[src/rtl/serial_frame_tx_pkg.sv]
// Shared constants for the serial framing transmitter and its companion sync detector.
package serial_frame_tx_pkg;

  typedef enum logic [3:0] {
    ST_IDLE = 4'b0001,
    ST_SYNC = 4'b0010,
    ST_DATA = 4'b0100,
    ST_GAP  = 4'b1000
  } tx_state_e;

  localparam logic [7:0]  SYNC_PAT_DEFAULT = 8'b1010_1010;
  localparam int unsigned SYNC_LEN_DEFAULT = 8;
  localparam int unsigned GAP_LEN_DEFAULT  = 2;

endpackage

[src/rtl/serial_frame_tx_shift_reg.sv]
// 8-bit loadable MSB-first shift register; load wins over shift, zeros shift in.
module frame_shift_reg (
  input  logic       clk,
  input  logic       rst,
  input  logic       load_i,
  input  logic       shift_i,
  input  logic [7:0] data_i,
  output logic [7:0] q_o
);

  logic [7:0] q_q;

  always_ff @(posedge clk or posedge rst) begin
    if (rst) begin
      q_q <= '0;
    end else if (load_i) begin
      q_q <= data_i;
    end else if (shift_i) begin
      q_q <= {q_q[6:0], 1'b0};
    end
  end

  assign q_o = q_q;

endmodule

[src/rtl/serial_frame_tx.sv]
// Serial framing transmitter: sync word, then payload bytes MSB first, then an idle gap.
module serial_frame_tx
  import serial_frame_tx_pkg::*;
#(
  parameter logic [7:0]  SYNC_PAT = SYNC_PAT_DEFAULT,
  parameter int unsigned SYNC_LEN = SYNC_LEN_DEFAULT,
  parameter int unsigned GAP_LEN  = GAP_LEN_DEFAULT
) (
  input  logic       clk,
  input  logic       rst,
  input  logic       tx_valid,
  input  logic [7:0] tx_data,
  input  logic       tx_last,
  output logic       tx_ready,
  output logic       dout,
  output logic       dout_en,
  output logic       busy,
  output logic       underrun
);

  tx_state_e  state_q, state_d;
  logic [3:0] cnt_q, cnt_d;
  logic       last_q, last_d;
  logic       dout_q, dout_d;
  logic       en_q, en_d;
  logic       busy_q, busy_d;
  logic       under_q, under_d;
  logic       load, shift_en, xfer;
  logic [7:0] shift_q;

  frame_shift_reg u_shift (
    .clk     (clk),
    .rst     (rst),
    .load_i  (load),
    .shift_i (shift_en),
    .data_i  (tx_data),
    .q_o     (shift_q)
  );

  assign tx_ready = (state_q == ST_IDLE) ||
                    ((state_q == ST_DATA) && (cnt_q == '0) && !last_q);
  assign xfer     = tx_valid && tx_ready;

  always_ff @(posedge clk or posedge rst) begin
    if (rst) begin
      state_q <= ST_IDLE;
      cnt_q   <= '0;
      last_q  <= 1'b0;
      dout_q  <= 1'b0;
      en_q    <= 1'b0;
      busy_q  <= 1'b0;
      under_q <= 1'b0;
    end else begin
      state_q <= state_d;
      cnt_q   <= cnt_d;
      last_q  <= last_d;
      dout_q  <= dout_d;
      en_q    <= en_d;
      busy_q  <= busy_d;
      under_q <= under_d;
    end
  end

  always_comb begin
    state_d  = state_q;
    cnt_d    = cnt_q;
    last_d   = last_q;
    load     = 1'b0;
    shift_en = 1'b0;
    unique case (state_q)
      ST_IDLE: begin
        if (xfer) begin
          load    = 1'b1;
          last_d  = tx_last;
          cnt_d   = 4'(SYNC_LEN - 1);
          state_d = ST_SYNC;
        end
      end
      ST_SYNC: begin
        if (cnt_q == '0) begin
          cnt_d   = 4'd7;
          state_d = ST_DATA;
        end else begin
          cnt_d = cnt_q - 4'd1;
        end
      end
      ST_DATA: begin
        if (cnt_q != '0) begin
          shift_en = 1'b1;
          cnt_d    = cnt_q - 4'd1;
        end else if (xfer) begin
          load   = 1'b1;
          last_d = tx_last;
          cnt_d  = 4'd7;
        end else begin
          cnt_d   = 4'(GAP_LEN - 1);
          state_d = ST_GAP;
        end
      end
      ST_GAP: begin
        if (cnt_q == '0) begin
          state_d = ST_IDLE;
        end else begin
          cnt_d = cnt_q - 4'd1;
        end
      end
      default: state_d = ST_IDLE;
    endcase
  end

  // Outputs are registered from next-state values so dout lines up with the
  // cycle the FSM is in; the next MSB is taken from the shifter's input side.
  always_comb begin
    dout_d  = 1'b0;
    en_d    = 1'b0;
    busy_d  = (state_d != ST_IDLE);
    under_d = (state_q == ST_DATA) && (cnt_q == '0) && !last_q && !xfer;
    unique case (state_d)
      ST_SYNC: begin
        dout_d = SYNC_PAT[cnt_d[2:0]];
        en_d   = 1'b1;
      end
      ST_DATA: begin
        en_d = 1'b1;
        if (load) begin
          dout_d = tx_data[7];
        end else if (shift_en) begin
          dout_d = shift_q[6];
        end else begin
          dout_d = shift_q[7];
        end
      end
      default: begin
        dout_d = 1'b0;
        en_d   = 1'b0;
      end
    endcase
  end

  assign dout     = dout_q;
  assign dout_en  = en_q;
  assign busy     = busy_q;
  assign underrun = under_q;

endmodule

[config.mk]
export PLATFORM = sky130hd
export DESIGN_NAME = serial_frame_tx
export DESIGN_NICKNAME = d
export VERILOG_FILES = /design/src/rtl/serial_frame_tx_pkg.sv /design/src/rtl/serial_frame_tx_shift_reg.sv /design/src/rtl/serial_frame_tx.sv
export SDC_FILE = /design/constraint.sdc
export NUM_CORES = 1
export LEC_CHECK = 0
export ABC_AREA = 1
export CAP_MARGIN = 15
export CORE_ASPECT_RATIO = 1.75
export CORE_MARGIN = 10
export CORE_UTILIZATION = 40
export CTS_BUF_LIST = sky130_fd_sc_hd__clkbuf_16
export DETAILED_ROUTE_END_ITERATION = 12
export GPL_TIMING_DRIVEN = 1
export PLACE_DENSITY = 0.65
export SKIP_CTS_REPAIR_TIMING = 1
export SYNTH_ARGS = -nofsm -noshare
export SYNTH_HDL_FRONTEND = slang
export SYNTH_SLANG_ARGS = --single-unit
[constraint.sdc]
create_clock -name clk -period 3.7 [get_ports clk]
set_input_delay 1.11 -clock clk [delete_from_list [all_inputs] [get_ports clk]]
set_output_delay 1.11 -clock clk [all_outputs]
set_load 0.03 [all_outputs]
==> results.yml, run 1 <==
status:
  status: "completed"
grt:
  grt_start_max_net_pins: 22
  grt_usage: 0.107
  antenna_found_initial: 0
  grt_pass1_wl_um: 4730
  grt_pass1_vias: 1100
  grt_remaining_overflow: 0
synthesis:
  synth_edf_count: 0
  synthDistinctLibCells: 25
  ys_seq_area_frac: 0.447
  synth_top_area_frac: 0.425
  synth_most_common_cell: "nand2_1"
  synth_area_um2: 1180
  synthFlopType: "dfrtp_1"
  synth_top_area_cell: "dfrtp_1"
  synth_common_cells: "nand2_1 (38), dfrtp_1 (20), inv_1 (17)"
  synth_area_leaders: "dfrtp_1 (42%), nand2_1 (12%), nand3_1 (5.9%), nand3_2 (5.9%), inv_1 (5.4%)"
  synth_cells: 142
  yosys_register_bits: 21
  synth_area_per_cell_um2: 8.30
  async_reset_ff_frac: 1.00
  syn_nets: 156
  synth_warnings: 0
finish:
  multi_input_area_um2: 546
  fill_cells: 274
  drive_above_1_share: 0.217
  final_cells: 189
  fin_nets: 176
  fin_area_um2: 1440
  antenna_cells: 0
  final_util: 0.503
  regArea_um2: 527
  area_growth_pct: 22.3
placed_design:
  routabilityCongestion: 0.856
  place_area_um2: 1360
  place_inst: 185
  dp_hpwl_um: 2060
  portBuffers: 16
floorplanning:
  die_h_um: 91.8
  die_x_um: 61.0
  fp-row-count: 26
  start_util: 0.412
  io_pins: 17
  fp.coreArea_um2: 2860
  dieArea_um2: 5600
drt:
  drt-vias-per-instance: 5.12
  ant_nets: 0
  drcViolationCount: 0
  drt-wirelength-per-cell_um: 13.8
  wl_um: 2610
  vias: 968
  firstDrtPassIters: 4
  drt_iter0_markers: 31
sta:
  finalHoldViolCount: 0
  rsz0062_at_grt: "false"
  timing.setup.tns_ns: 0
  max_freq_mhz: 313
  fin_crit_sh: 0.864
  setup_viol: 0
  final.min_clock_period_ns: 3.20
  fin_skew_ns: 0.00142
  slew_violations: 0
  slew_headroom: 0.454
  worst_pin_slew_ns: 0.818
cts:
  cts_max_level: 1
  clkTransAtPathRegs_ns: 0.06
  cts.sinks: 21
  clk_latency_ns: 0.25
  cts_buffers: 3
  cts_tree: "done"
  cts.path.max_buffers: 2
  root_buffer: "clkbuf_16"
setup_path:
  reg2reg_depth: 8
  crit_type: "reg -> out"
  r2r_setup_slack_ns: 1.85
  cp-endpoint: "tx_ready"
  cp-start-kind: "flop"
  startpoint: "cnt_q[0]"
  crit_arrival_ns: 2.09
  r2r-start: "cnt_q[0]"
  crit_required_ns: 2.59
  endpoint_kind: "primary output"
  r2r_end: "dout"
  crit_fanout: 6
power:
  fin_total_pwr_w: 0.00118
  ir_worst_vdd_mv: 0.401
  p_clk_frac: 0.190
  p_int_w: 0.000681
  p_switching_w: 0.000502
  leakagePower_nw: 0.725
  seqPwrFrac: 0.333
  combPwrFrac: 0.477
  p_sw_frac: 0.424
  power.density_nw_per_um2: 821
min_path:
  hold_path.class: "reg -> reg"
  min_from: "u_shift.q_o[1]"
run:
  maxCapViolations: 0
## metrics by stage
| stage | worst slack (ns) | hold slack, ns |
|---|---|---|
| 3_5_place_dp | 0.760 | 0.484 |
| 4_1_cts | 0.494 | 0.498 |
| 2_1_floorplan | 1.47 | 0.466 |
| 5_1_grt | 0.397 | 0.538 |
| 3_3_place_gp | 0.801 | 0.476 |
| 6_report | 0.503 | 0.490 |
## how the worst min path moves through the flow
stage                          end  slack, ns  cells after the start
floorplan           u_shift.q_o[2]       0.47                      2
global placement    u_shift.q_o[2]       0.48                      2
detailed placement  u_shift.q_o[2]       0.48                      2
CTS                 u_shift.q_o[2]       0.50                      2
global route        u_shift.q_o[2]       0.54                      2
finish              u_shift.q_o[2]       0.49                      2
## placed cells by master (no fill, tap or decap)
cell and count:
nand3b_1 1, clkbuf_16 3, a21oi_1 1, inv_1 18, nor2_4 2, ha_1 2
a22oi_1 1, nor2_1 6, inv_2 7, nand3_2 7, nor3_1 1, clkdlybuf4s50_1 16
nor2_2 1, nor2_8 1, nand2_2 4, o21ai_0 6, o21ai_1 1, dfstp_2 1
nand4_1 1, o21ai_2 4, nand2_1 38, nand2_4 3, or2_2 1, clkinv_2 1
nand3_1 14, dfrtp_1 20
## state kept, by name, summed over array words and instances, names as in the netlist
| signal | count |
|---|---|
| busy | 1 |
| cnt_q | 4 |
| dout | 1 |
| dout_en | 1 |
| last_q | 1 |
| state_q | 4 |
| u_shift.q_o | 8 |
| underrun | 1 |
## power by group through the flow
| stage | Sequential [W] | Clock (W) | Combinational (W) |
|---|---|---|---|
| final | 0.000393 | 0.000225 | 0.000565 |
| after global placement | 0.000393 | 0 | 0.000551 |
| after detailed placement | 0.000398 | 0 | 0.000567 |
| after global routing | 0.000407 | 0.000242 | 0.000641 |
| after floorplan | 0.000412 | 0 | 0.000410 |
| after CTS | 0.000394 | 0.000232 | 0.000571 |
## critical path, stage by stage (launching register included)
cell	delay [ns]
dfrtp_1	0.42
inv_1	0.08
ha_1	0.23
nand2_4	0.09
nor2_8	0.14
nand3_2	0.12
nand2_4	0.08
clkdlybuf4s50_1	0.67
## cells by family after synthesis
| family | synth area share |
|---|---|
| AND/OR/NAND/NOR | 0.372 |
| buffers and inverters | 0.0902 |
| adder cells (fa/ha/maj) | 0.0212 |
| flip-flops | 0.447 |
| AO/OA/AOI/OAI | 0.0701 |
## area by class of cell
cell class,instances,area share
clock buffer,3,0.0521
clock inverter,1,0.00260
inverter,25,0.0660
multi-input combinational,95,0.378
sequential,21,0.365
tap,28,0.0243
timing repair buffer,16,0.111
## layer usage
layer,vias to the layer above,part of all wire,global-route usage
li1,485,-,-
met1,460,0.38,0.0917
met2,15,0.54,0.205
met3,8,0.046,0.0207
met4,0,0.033,0.0607
met5,-,0,0
Note: power is estimated with default switching activity, not from simulation.
==> run 2: changes to the inputs <==
--- a/config.mk
+++ b/config.mk
@@ -11,9 +11,11 @@
 export CORE_MARGIN = 10
 export CORE_UTILIZATION = 40
 export CTS_BUF_LIST = sky130_fd_sc_hd__clkbuf_16
+export CTS_CLUSTER_SIZE = 10
 export DETAILED_ROUTE_END_ITERATION = 12
+export DONT_BUFFER_PORTS = 1
 export GPL_TIMING_DRIVEN = 1
-export PLACE_DENSITY = 0.65
+export PLACE_DENSITY = 0.59
 export SKIP_CTS_REPAIR_TIMING = 1
 export SYNTH_ARGS = -nofsm -noshare
 export SYNTH_HDL_FRONTEND = slang
==> constraint.sdc (replaced) <==
create_clock -name clk -period 2.85 [get_ports clk]
set_input_delay 0.855 -clock clk [delete_from_list [all_inputs] [get_ports clk]]
set_output_delay 0.855 -clock clk [all_outputs]
set_load 0.03 [all_outputs]
==> run 2 against run 1 <==
Sequential power up 41%; critical path depth down 1; sequential cell count unchanged; via count down 4.5%; utilization down 5.6 points; register-to-register slack worse by 0.84 ns; clock skew about the same; routed wire length down 1.3%; clock power up 30%.
==> results.yml, run 2 (same netlist as run 1, synthesis figures left out) <==
grt:
  grt_start_max_net_pins: 22
  grt_usage: 0.0956
  antenna_found_initial: 0
  grt_pass1_vias: 900
  grt_remaining_overflow: 0
  grt_pass1_wl_um: 4180
min_path:
  hold_depth: 2
  hold_end: "u_shift.q_o[2]"
  min_from: "u_shift.q_o[1]"
  hold_path.class: "reg -> reg"
sta:
  slew_headroom: 0.460
  final.min_clock_period_ns: 2.33
  fin_crit_sh: 0.817
  finalHoldViolCount: 0
  setup_viol: 0
  whs_ns: 0.498
  rsz0062_at_grt: "false"
  worst_pin_slew_ns: 0.809
  timing.setup.tns_ns: 0
  slew_violations: 0
  fin_skew_ns: 0.00160
  max_freq_mhz: 429
setup_path:
  r2r-start: "cnt_q[0]"
  reg2reg_depth: 12
  cp-start-kind: "flop"
  startpoint: "cnt_q[0]"
  cpPeakStageDelay_ns: 0.42
  crit_chain: "inv_1 -> ha_1 -> nand2_4 -> nor2_8 -> nand3_2 -> nand2_4"
  crit_type: "reg -> out"
  r2r_setup_slack_ns: 1.01
  slowest_stage: "dfrtp_1"
  crit_fanout: 6
  crit_arrival_ns: 1.47
  endpoint_kind: "primary output"
  r2r_end: "dout"
  crit_top_cell: "nand2_4"
  crit_required_ns: 2.00
finish:
  multi_input_area_um2: 546
  fin_area_um2: 1280
  antenna_cells: 0
  layout_common_cells: "nand2_1 (38), dfrtp_1 (20), inv_1 (18), nand3_1 (14)"
  final_common_cell: "nand2_1"
  fin_nets: 160
  regArea_um2: 527
  area_growth_pct: 8.71
  fill_cells: 291
  drive_above_1_share: 0.241
  largest_reg_flops: 8
cts:
  cts_buffers: 3
  cts.sinks: 21
  root_buffer: "clkbuf_16"
  clkTransAtPathRegs_ns: 0.06
  cts_tree: "done"
  cts_max_level: 1
  clk_latency_ns: 0.25
  cts.path.max_buffers: 2
drt:
  ant_nets: 0
  drt_iter0_markers: 49
  drt-vias-per-instance: 5.34
  wl_um: 2580
  vias: 924
  firstDrtPassIters: 4
  drt-wirelength-per-cell_um: 14.9
  drcViolationCount: 0
floorplanning:
  die_x_um: 61.0
  start_util: 0.412
  dieArea_um2: 5600
  io_pins: 17
  fp-row-count: 26
  die_h_um: 91.8
  fp.coreArea_um2: 2860
power:
  ir_worst_vdd_mv: 0.524
  power.density_nw_per_um2: 1150
  leakagePower_nw: 0.664
placed_design:
  portBuffers: 0
  routabilityCongestion: 0.809
  place_area_um2: 1200
  dp_hpwl_um: 2040
run:
  maxCapViolations: 0
status:
  status: "completed"
## run 2: changes by cell type in the layout (fill, tap and decap cells not counted), sizes merged
cell           previous run  this run
clkdlybuf4s50            16         0
## run 2: where the power goes
part	switching, W	leakage (nW)	internal (W)
Sequential	0.000123	0.257	0.000429
Combinational	0.000416	0.365	0.000212
Clock	0.000105	0.0423	0.000187
## run 2: worst max-delay path: cells and delay by family, from the launching register on
family	cells	cell delay, ns
adders and majority gates	1	0.23
and+or+nand+nor	4	0.50
DFF	1	0.42
buffers and inverters	1	0.07
## run 2: worst max-delay path by stage
| stage | slack, ns | cells past startpoint | end |
|---|---|---|---|
| 6_report | 0.52 | 6 | tx_ready |
| 3_5_place_dp | 0.79 | 6 | tx_ready |
| 5_1_grt | 0.45 | 6 | tx_ready |
| 2_1_floorplan | 0.87 | 6 | tx_ready |
| 3_3_place_gp | 0.83 | 6 | tx_ready |
| 4_1_cts | 0.52 | 6 | tx_ready |
## run 2: final cells by class
class	instances	share of cell area
Tap cell	28	0.0273
Clock buffer	3	0.0586
Sequential cell	21	0.411
Clock inverter	1	0.00293
Multi-Input combinational cell	95	0.426
Inverter	25	0.0742
## run 2: stage by stage
step | cells | util | total power (W) | setup WS (ns)
4_1_cts | 173 | 0.448 | 0.00149 | 0.517
3_5_place_dp | 169 | 0.420 | 0.00119 | 0.786
3_3_place_gp | 169 | 0.420 | 0.00117 | 0.827
6_report | 173 | 0.448 | 0.00147 | 0.520
5_1_grt | 173 | 0.448 | 0.00159 | 0.455
2_1_floorplan | 142 | - | 0.00107 | 0.875
## run 2: metal layers
metal	up-vias	wire length, um	GRT usage
li1	457	-	-
met1	443	906	0.0971
met2	20	1460	0.172
met3	4	174	0.0276
met4	0	36	0.0331
met5	-	0	0
